### config.mk
export PLATFORM = sky130hd
export DESIGN_NAME = regfile_wb_arbiter_flat
export DESIGN_NICKNAME = d
export VERILOG_FILES = /design/src/rtl/regfile_wb_arbiter_if.sv /design/src/rtl/regfile_wb_arbiter.sv /design/src/flat_wrapper.sv
export SDC_FILE = /design/constraint.sdc
export NUM_CORES = 1
export LEC_CHECK = 0
export CORE_ASPECT_RATIO = 1.4
export CORE_MARGIN = 2
export CORE_UTILIZATION = 47
export DETAILED_ROUTE_END_ITERATION = 7
export PLACE_DENSITY = 0.79
export SLEW_MARGIN = 10
export SYNTH_ARGS = -nofsm -noshare
export SYNTH_HDL_FRONTEND = slang
export SYNTH_SLANG_ARGS = --single-unit
### constraint.sdc
create_clock -name clk -period 3.3 [get_ports clk]
set_clock_uncertainty 0.1 [all_clocks]
set_input_delay 0.66 -clock clk [delete_from_list [all_inputs] [get_ports clk]]
set_output_delay 0.66 -clock clk [all_outputs]
set_load 0.1 [all_outputs]
### src/rtl/regfile_wb_arbiter_if.sv
// Bundle of the requester handshakes, register-file write port and hazard
// lookup shared between the write-back arbiter and its surroundings.
// slave : the arbiter side.  master : requesters, register file and read stage.
interface regfile_wb_arbiter_if #(
  parameter int W  = 64,
  parameter int AW = 5
);
  // ALU result path (port A)
  logic          a_valid;
  logic          a_ready;
  logic [AW-1:0] a_addr;
  logic [W-1:0]  a_data;

  // Memory-load path (port B)
  logic          b_valid;
  logic          b_ready;
  logic [AW-1:0] b_addr;
  logic [W-1:0]  b_data;

  // Registered register-file write port
  logic          we3;
  logic [AW-1:0] wa3;
  logic [W-1:0]  wd3;

  // Read-side hazard lookup
  logic [AW-1:0] ra1;
  logic [AW-1:0] ra2;
  logic          pend1;
  logic          pend2;

  modport slave (
    input  a_valid, a_addr, a_data,
    input  b_valid, b_addr, b_data,
    input  ra1, ra2,
    output a_ready, b_ready,
    output we3, wa3, wd3,
    output pend1, pend2
  );

  modport master (
    output a_valid, a_addr, a_data,
    output b_valid, b_addr, b_data,
    output ra1, ra2,
    input  a_ready, b_ready,
    input  we3, wa3, wd3,
    input  pend1, pend2
  );
endinterface

### src/rtl/regfile_wb_arbiter.sv
// Write-back arbiter: shares the single register-file write port between the
// ALU path (A) and the load path (B). Each port owns a one-entry buffer; one
// buffered write per cycle is moved into the registered we3/wa3/wd3 outputs.
// Writes to XZR (all-ones address) are accepted and discarded.
// pend1/pend2 flag reads of registers that still have an uncommitted write.
//
// Build option: define WB_ARB_RR_EN for round-robin arbitration on conflicts.
// Without it, port B (load) wins every conflict.
module regfile_wb_arbiter #(
  parameter int W  = 64,
  parameter int AW = 5
) (
  input logic                clk,
  input logic                reset,
  regfile_wb_arbiter_if.slave bus
);

  localparam logic [AW-1:0] XZR = '1;

  // Per-port holding buffers
  logic          full_a, full_b;
  logic [AW-1:0] addr_a, addr_b;
  logic [W-1:0]  data_a, data_b;

  // Handshake and arbitration
  logic          ready_a, ready_b;
  logic          xfer_a, xfer_b;
  logic          grant_a, grant_b;

  // Registered write port
  logic          we3_q;
  logic [AW-1:0] wa3_q;
  logic [W-1:0]  wd3_q;

  // A buffer being granted this cycle frees its slot, so it can refill at the
  // same edge. Ready is forced low while reset is held.
  assign ready_a = !reset && (!full_a || grant_a);
  assign ready_b = !reset && (!full_b || grant_b);
  assign xfer_a  = bus.a_valid && ready_a;
  assign xfer_b  = bus.b_valid && ready_b;

  // Buffer occupancy: a new transfer overrides a drain; XZR transfers leave it empty.
  always_ff @(posedge clk or posedge reset) begin
    // NOTE: sequential state uses non-blocking assignments so every register
    // samples pre-edge values, independent of process evaluation order.
    if (reset) begin
      full_a <= 1'b0;
      full_b <= 1'b0;
    end else begin
      if (xfer_a)       full_a <= (bus.a_addr != XZR);
      else if (grant_a) full_a <= 1'b0;
      if (xfer_b)       full_b <= (bus.b_addr != XZR);
      else if (grant_b) full_b <= 1'b0;
    end
  end

  // Buffer payload capture on every accepted transfer.
  always_ff @(posedge clk) begin
    // NOTE: the payload has no reset; it is only ever observed through the
    // full flags, which are reset, so clearing it would buy nothing.
    if (xfer_a) begin
      addr_a <= bus.a_addr;
      data_a <= bus.a_data;
    end
    if (xfer_b) begin
      addr_b <= bus.b_addr;
      data_b <= bus.b_data;
    end
  end

`ifdef WB_ARB_RR_EN
  typedef enum logic {
    LAST_A = 1'b0,
    LAST_B = 1'b1
  } last_t;

  last_t last_q, last_d;

  // Round-robin grant: on a conflict the port not granted last wins.
  always_comb begin
    // NOTE: every output gets a default first, so no path leaves one
    // unassigned and no latch is inferred.
    grant_a = 1'b0;
    grant_b = 1'b0;
    last_d  = last_q;
    if (full_a && full_b) begin
      if (last_q == LAST_A) begin
        grant_b = 1'b1;
        last_d  = LAST_B;
      end else begin
        grant_a = 1'b1;
        last_d  = LAST_A;
      end
    end else begin
      grant_a = full_a;
      grant_b = full_b;
    end
  end

  // Round-robin pointer; it only moves on conflict grants.
  always_ff @(posedge clk or posedge reset) begin
    if (reset) last_q <= LAST_A;
    else       last_q <= last_d;
  end
`else
  // Fixed priority grant: the load path wins every conflict.
  always_comb begin
    grant_b = full_b;
    grant_a = full_a && !full_b;
  end
`endif

  // Output register: load the granted entry, otherwise drop we3 and keep wa3/wd3.
  always_ff @(posedge clk or posedge reset) begin
    if (reset) begin
      we3_q <= 1'b0;
      wa3_q <= '0;
      wd3_q <= '0;
    end else if (grant_b) begin
      we3_q <= 1'b1;
      wa3_q <= addr_b;
      wd3_q <= data_b;
    end else if (grant_a) begin
      we3_q <= 1'b1;
      wa3_q <= addr_a;
      wd3_q <= data_a;
    end else begin
      we3_q <= 1'b0;
    end
  end

  assign bus.a_ready = ready_a;
  assign bus.b_ready = ready_b;
  assign bus.we3     = we3_q;
  assign bus.wa3     = wa3_q;
  assign bus.wd3     = wd3_q;

  // Hazard flags: a read hits a buffered write or the write being committed.
  assign bus.pend1 = (bus.ra1 != XZR) &&
                     ((full_a && (bus.ra1 == addr_a)) ||
                      (full_b && (bus.ra1 == addr_b)) ||
                      (we3_q  && (bus.ra1 == wa3_q)));
  assign bus.pend2 = (bus.ra2 != XZR) &&
                     ((full_a && (bus.ra2 == addr_a)) ||
                      (full_b && (bus.ra2 == addr_b)) ||
                      (we3_q  && (bus.ra2 == wa3_q)));

endmodule

### src/flat_wrapper.sv
// flat-port wrapper written by rule: the top's interface ports become plain ports
module regfile_wb_arbiter_flat 
#(
  parameter int W  = 64,
  parameter int AW = 5
)
  (clk, reset, bus_a_valid, bus_a_addr, bus_a_data, bus_b_valid, bus_b_addr, bus_b_data, bus_ra1, bus_ra2, bus_a_ready, bus_b_ready, bus_we3, bus_wa3, bus_wd3, bus_pend1, bus_pend2);
  regfile_wb_arbiter_if #(.W(W), .AW(AW)) bus_i ();
  input logic clk;
  input logic reset;
  input wire logic [$bits(bus_i.a_valid)-1:0] bus_a_valid;
  input wire logic [$bits(bus_i.a_addr)-1:0] bus_a_addr;
  input wire logic [$bits(bus_i.a_data)-1:0] bus_a_data;
  input wire logic [$bits(bus_i.b_valid)-1:0] bus_b_valid;
  input wire logic [$bits(bus_i.b_addr)-1:0] bus_b_addr;
  input wire logic [$bits(bus_i.b_data)-1:0] bus_b_data;
  input wire logic [$bits(bus_i.ra1)-1:0] bus_ra1;
  input wire logic [$bits(bus_i.ra2)-1:0] bus_ra2;
  output wire logic [$bits(bus_i.a_ready)-1:0] bus_a_ready;
  output wire logic [$bits(bus_i.b_ready)-1:0] bus_b_ready;
  output wire logic [$bits(bus_i.we3)-1:0] bus_we3;
  output wire logic [$bits(bus_i.wa3)-1:0] bus_wa3;
  output wire logic [$bits(bus_i.wd3)-1:0] bus_wd3;
  output wire logic [$bits(bus_i.pend1)-1:0] bus_pend1;
  output wire logic [$bits(bus_i.pend2)-1:0] bus_pend2;
  assign bus_i.a_valid = bus_a_valid;
  assign bus_i.a_addr = bus_a_addr;
  assign bus_i.a_data = bus_a_data;
  assign bus_i.b_valid = bus_b_valid;
  assign bus_i.b_addr = bus_b_addr;
  assign bus_i.b_data = bus_b_data;
  assign bus_i.ra1 = bus_ra1;
  assign bus_i.ra2 = bus_ra2;
  assign bus_a_ready = bus_i.a_ready;
  assign bus_b_ready = bus_i.b_ready;
  assign bus_we3 = bus_i.we3;
  assign bus_wa3 = bus_i.wa3;
  assign bus_wd3 = bus_i.wd3;
  assign bus_pend1 = bus_i.pend1;
  assign bus_pend2 = bus_i.pend2;
  regfile_wb_arbiter #(.W(W), .AW(AW)) u_core (.clk(clk), .reset(reset), .bus(bus_i));
endmodule
==> results by group <==
Outcome
  • Outcome: finished, final reports clean

Clock network
  • Clock buffer count from CTS: 20
  • Hold_buf cts: 0
  • Clock sinks: 210
  • Post-CTS setup buffers: 0
  • Worst-path clk slew: 60 ps
  • Max clock buf depth: 3
  • PostCTS Resize Cnt: 0
  • H-tree levels: 1
  • Worst-skew pair later-pin latency: 480 ps
  • CTS tree: built
  • Root Buffer: clkbuf_16

Synthesis
  • Mapped Cells: 500
  • Cell Area, Synth: 7880 µm²
  • Post-synthesis xor/xnor area fraction: 0.0333
  • Synth Register Bits: 210
  • Main combinational cell family by area after synthesis: multiplexers
  • Post-synth cell types: 25
  • Register area share after synthesis: 0.754
  • Synth Area in Adders: 0
  • Ys Warns: 0
  • Synth Area per Inst: 15.8 µm²
  • Yosys top cell area share: 0.526
  • Ranking of synthesized cells by area: edfxtp_1, dfrtp_1, mux2i_1
  • Post-synthesis mux area share: 0.0876
  • Compound-gate portion of the synthesized area: 0.0465
  • Asr flop ratio synth: 0.343
  • Area leader, netlist: edfxtp_1
  • Number of enable flip-flop cells after synthesis: 138
  • Synthesized Nets: 652
  • Main flop type after synthesis: edfxtp_1
  • Simple-Gate Fraction of Synth Area: 0.0538

Final layout
  • Most frequent cells in the layout: clkdlybuf4s50_1, edfxtp_1, buf_4, nand2_1, dfrtp_1
  • Area delta synth->final: 36.7%
  • Nets: 882
  • Share of post-route cells with drive strength above 1: 0.157
  • Post-Layout Cell Count: 947
  • Commonest non-fill, non-tap cell in the layout: clkdlybuf4s50_1
  • N_diodes: 0
  • Final instance area: 10800 µm²

Global routing
  • Vias in the first global route: 5287
  • GRT Total Usage: 0.199
  • Initial antenna violation count: 0
  • Grt total ovfl: 0
  • First-pass GRT wire length: 27500 µm
  • Largest net degree at the start of global routing: 114

STA
  • Final setup viols: 0
  • RSZ-0062 raised after global routing: no
  • Worst Tran Pin Value: 1090 ps
  • Min Tclk post-route: 2990 ps
  • Hold Vio Cnt, Final: 0
  • Final hold slack: 354 ps
  • Period Utilization, post-route: 0.907
  • Final Slew Violations: 0
  • F_max: 0.334 GHz
  • Post-route setup TNS: 0 ps
  • Rel. slew slack: 0.274

Critical path
  • Max incr delay on CP: 500 ps
  • CP Cell Sequence: clkdlybuf4s50_1, xor2_1, nor4_1, nand4_1, nand3_1, buf_12
  • Critical Path End Type: output port
  • Crit path launch type: input pin
  • CP Class: input pin to output port
  • Worst path slowest cell: clkdlybuf4s50_1
  • CP Data Required Time: 2540 ps
  • Worst Path Max Fanout: 4
  • Critical Path AT: 2230 ps

Detailed routing
  • Post-route antenna net violation count: 0
  • Via count: 4875
  • TritonRoute pass-1 iters: 4
  • Vias per inst: 5.15
  • # DRC: 0
  • Wire per inst: 19.1 µm
  • Final wirelength: 18100 µm
  • Drt first-iter violations: 319

Floorplan
  • Die height: 157 µm
  • Die W: 113 µm
  • Die area: 17800 µm²
  • Core area: 16600 µm²
  • Io pins: 226
  • Row cnt: 56
  • Initial core utilization: 0.475

Power and ir drop
  • Leak pwr: 4.12 nW
  • VDD IR max: 0.468 mV
  • Power Dens Cells: 663 nW/µm²
  • Design Power: 7.15 mW

Min path
  • HP Class: flop to flop

Flow run
  • Max-cap violations: 0

Place
  • PortBufs: 225
  • Dpl cells: 911
  • Routability cong.: 0.865
  • Final HPWL DP: 12600 µm
  • Cell Area, Placed: 10200 µm²
==> per-stage QoR <==
stage / setup WS (ps) / utilization
2_1_floorplan: 198 / -
3_3_place_gp: 448 / 0.612
3_5_place_dp: 324 / 0.612
4_1_cts: 313 / 0.649
5_1_grt: 212 / 0.649
6_report: 308 / 0.649
==> Yosys cell counts (all sizes together) (3+ instances only) <==
master / count
edfxtp: 138
buf: 19
nand3: 6
xor2: 24
dfrtp: 72
and3: 3
nand2: 70
xnor2: 6
nand4: 6
mux2i: 69
o21ai: 69
clkbuf: 5
nor4: 6
==> area by class of cell <==
cell class                      instances  area, µm²
Sequential cell                       210       5950
Fill cell                            1179       5830
Timing Repair Buffer                  232       2190
Multi-Input combinational cell        265       1760
Clock buffer                           31        583
Tap cell                              203        254
Clock inverter                          5       22.5
Inverter                                1       7.51
==> routing by layer <==
metal / wire, µm / global-route usage
met5: 0 / 0
met4: 728 / 0.0877
met2: 10100 / 0.376
met1: 6470 / 0.223
met3: 792 / 0.0266
==> report_power, final <==
group,internal [mW],total (mW),switching (mW)
clock,1.21,2.10,0.887
sequential,3.06,3.22,0.155
combinational,0.488,1.83,1.34
total,4.76,7.15,2.38
==> path summary, 6_finish.rpt <==
path | end | cells after the start | from | slack [ps]
setup / recovery | bus_pend2 | 6 | bus_ra2[0] | 310
hold / removal | u_core.bus.wd3[34]$_DFFE_PP0P_ | 2 | u_core.data_b[34]$_DFFE_PP_ | 350
setup reg to reg | u_core.bus.wd3[57]$_DFFE_PP0P_ | 3 | u_core.full_a$_DFFE_PP0P_ | 1060
hold reg to reg | u_core.bus.wd3[34]$_DFFE_PP0P_ | 2 | u_core.data_b[34]$_DFFE_PP_ | 350
max in group asynchronous | u_core.full_b$_DFF_PP0_ | 3 | reset | 1420
min in group asynchronous | u_core.bus.wd3[49]$_DFFE_PP0P_ | 3 | reset | 940
==> state kept, by name, indices dropped and copies added, names as in the netlist <==
signal,flops
u_core.bus.wd3,64
u_core.addr_b,5
u_core.full_a,1
u_core.data_b,64
u_core.bus.wa3,5
u_core.full_b,1
u_core.data_a,64
u_core.addr_a,5
u_core.bus.we3,1
==> worst max-delay path: cells and delay by family <==
kind,cells,cell delay (ps)
AND/OR/NAND/NOR,3,690
buffers and inverters,2,690
XOR/XNOR,1,180
==> cell families after synthesis <==
kind of cell | after synthesis
mux | 69
simple gates | 94
buf+inv | 25
xor+xnor | 30
compound gates | 72
flops | 210
No activity file was read; power rests on OpenSTA's default activity.
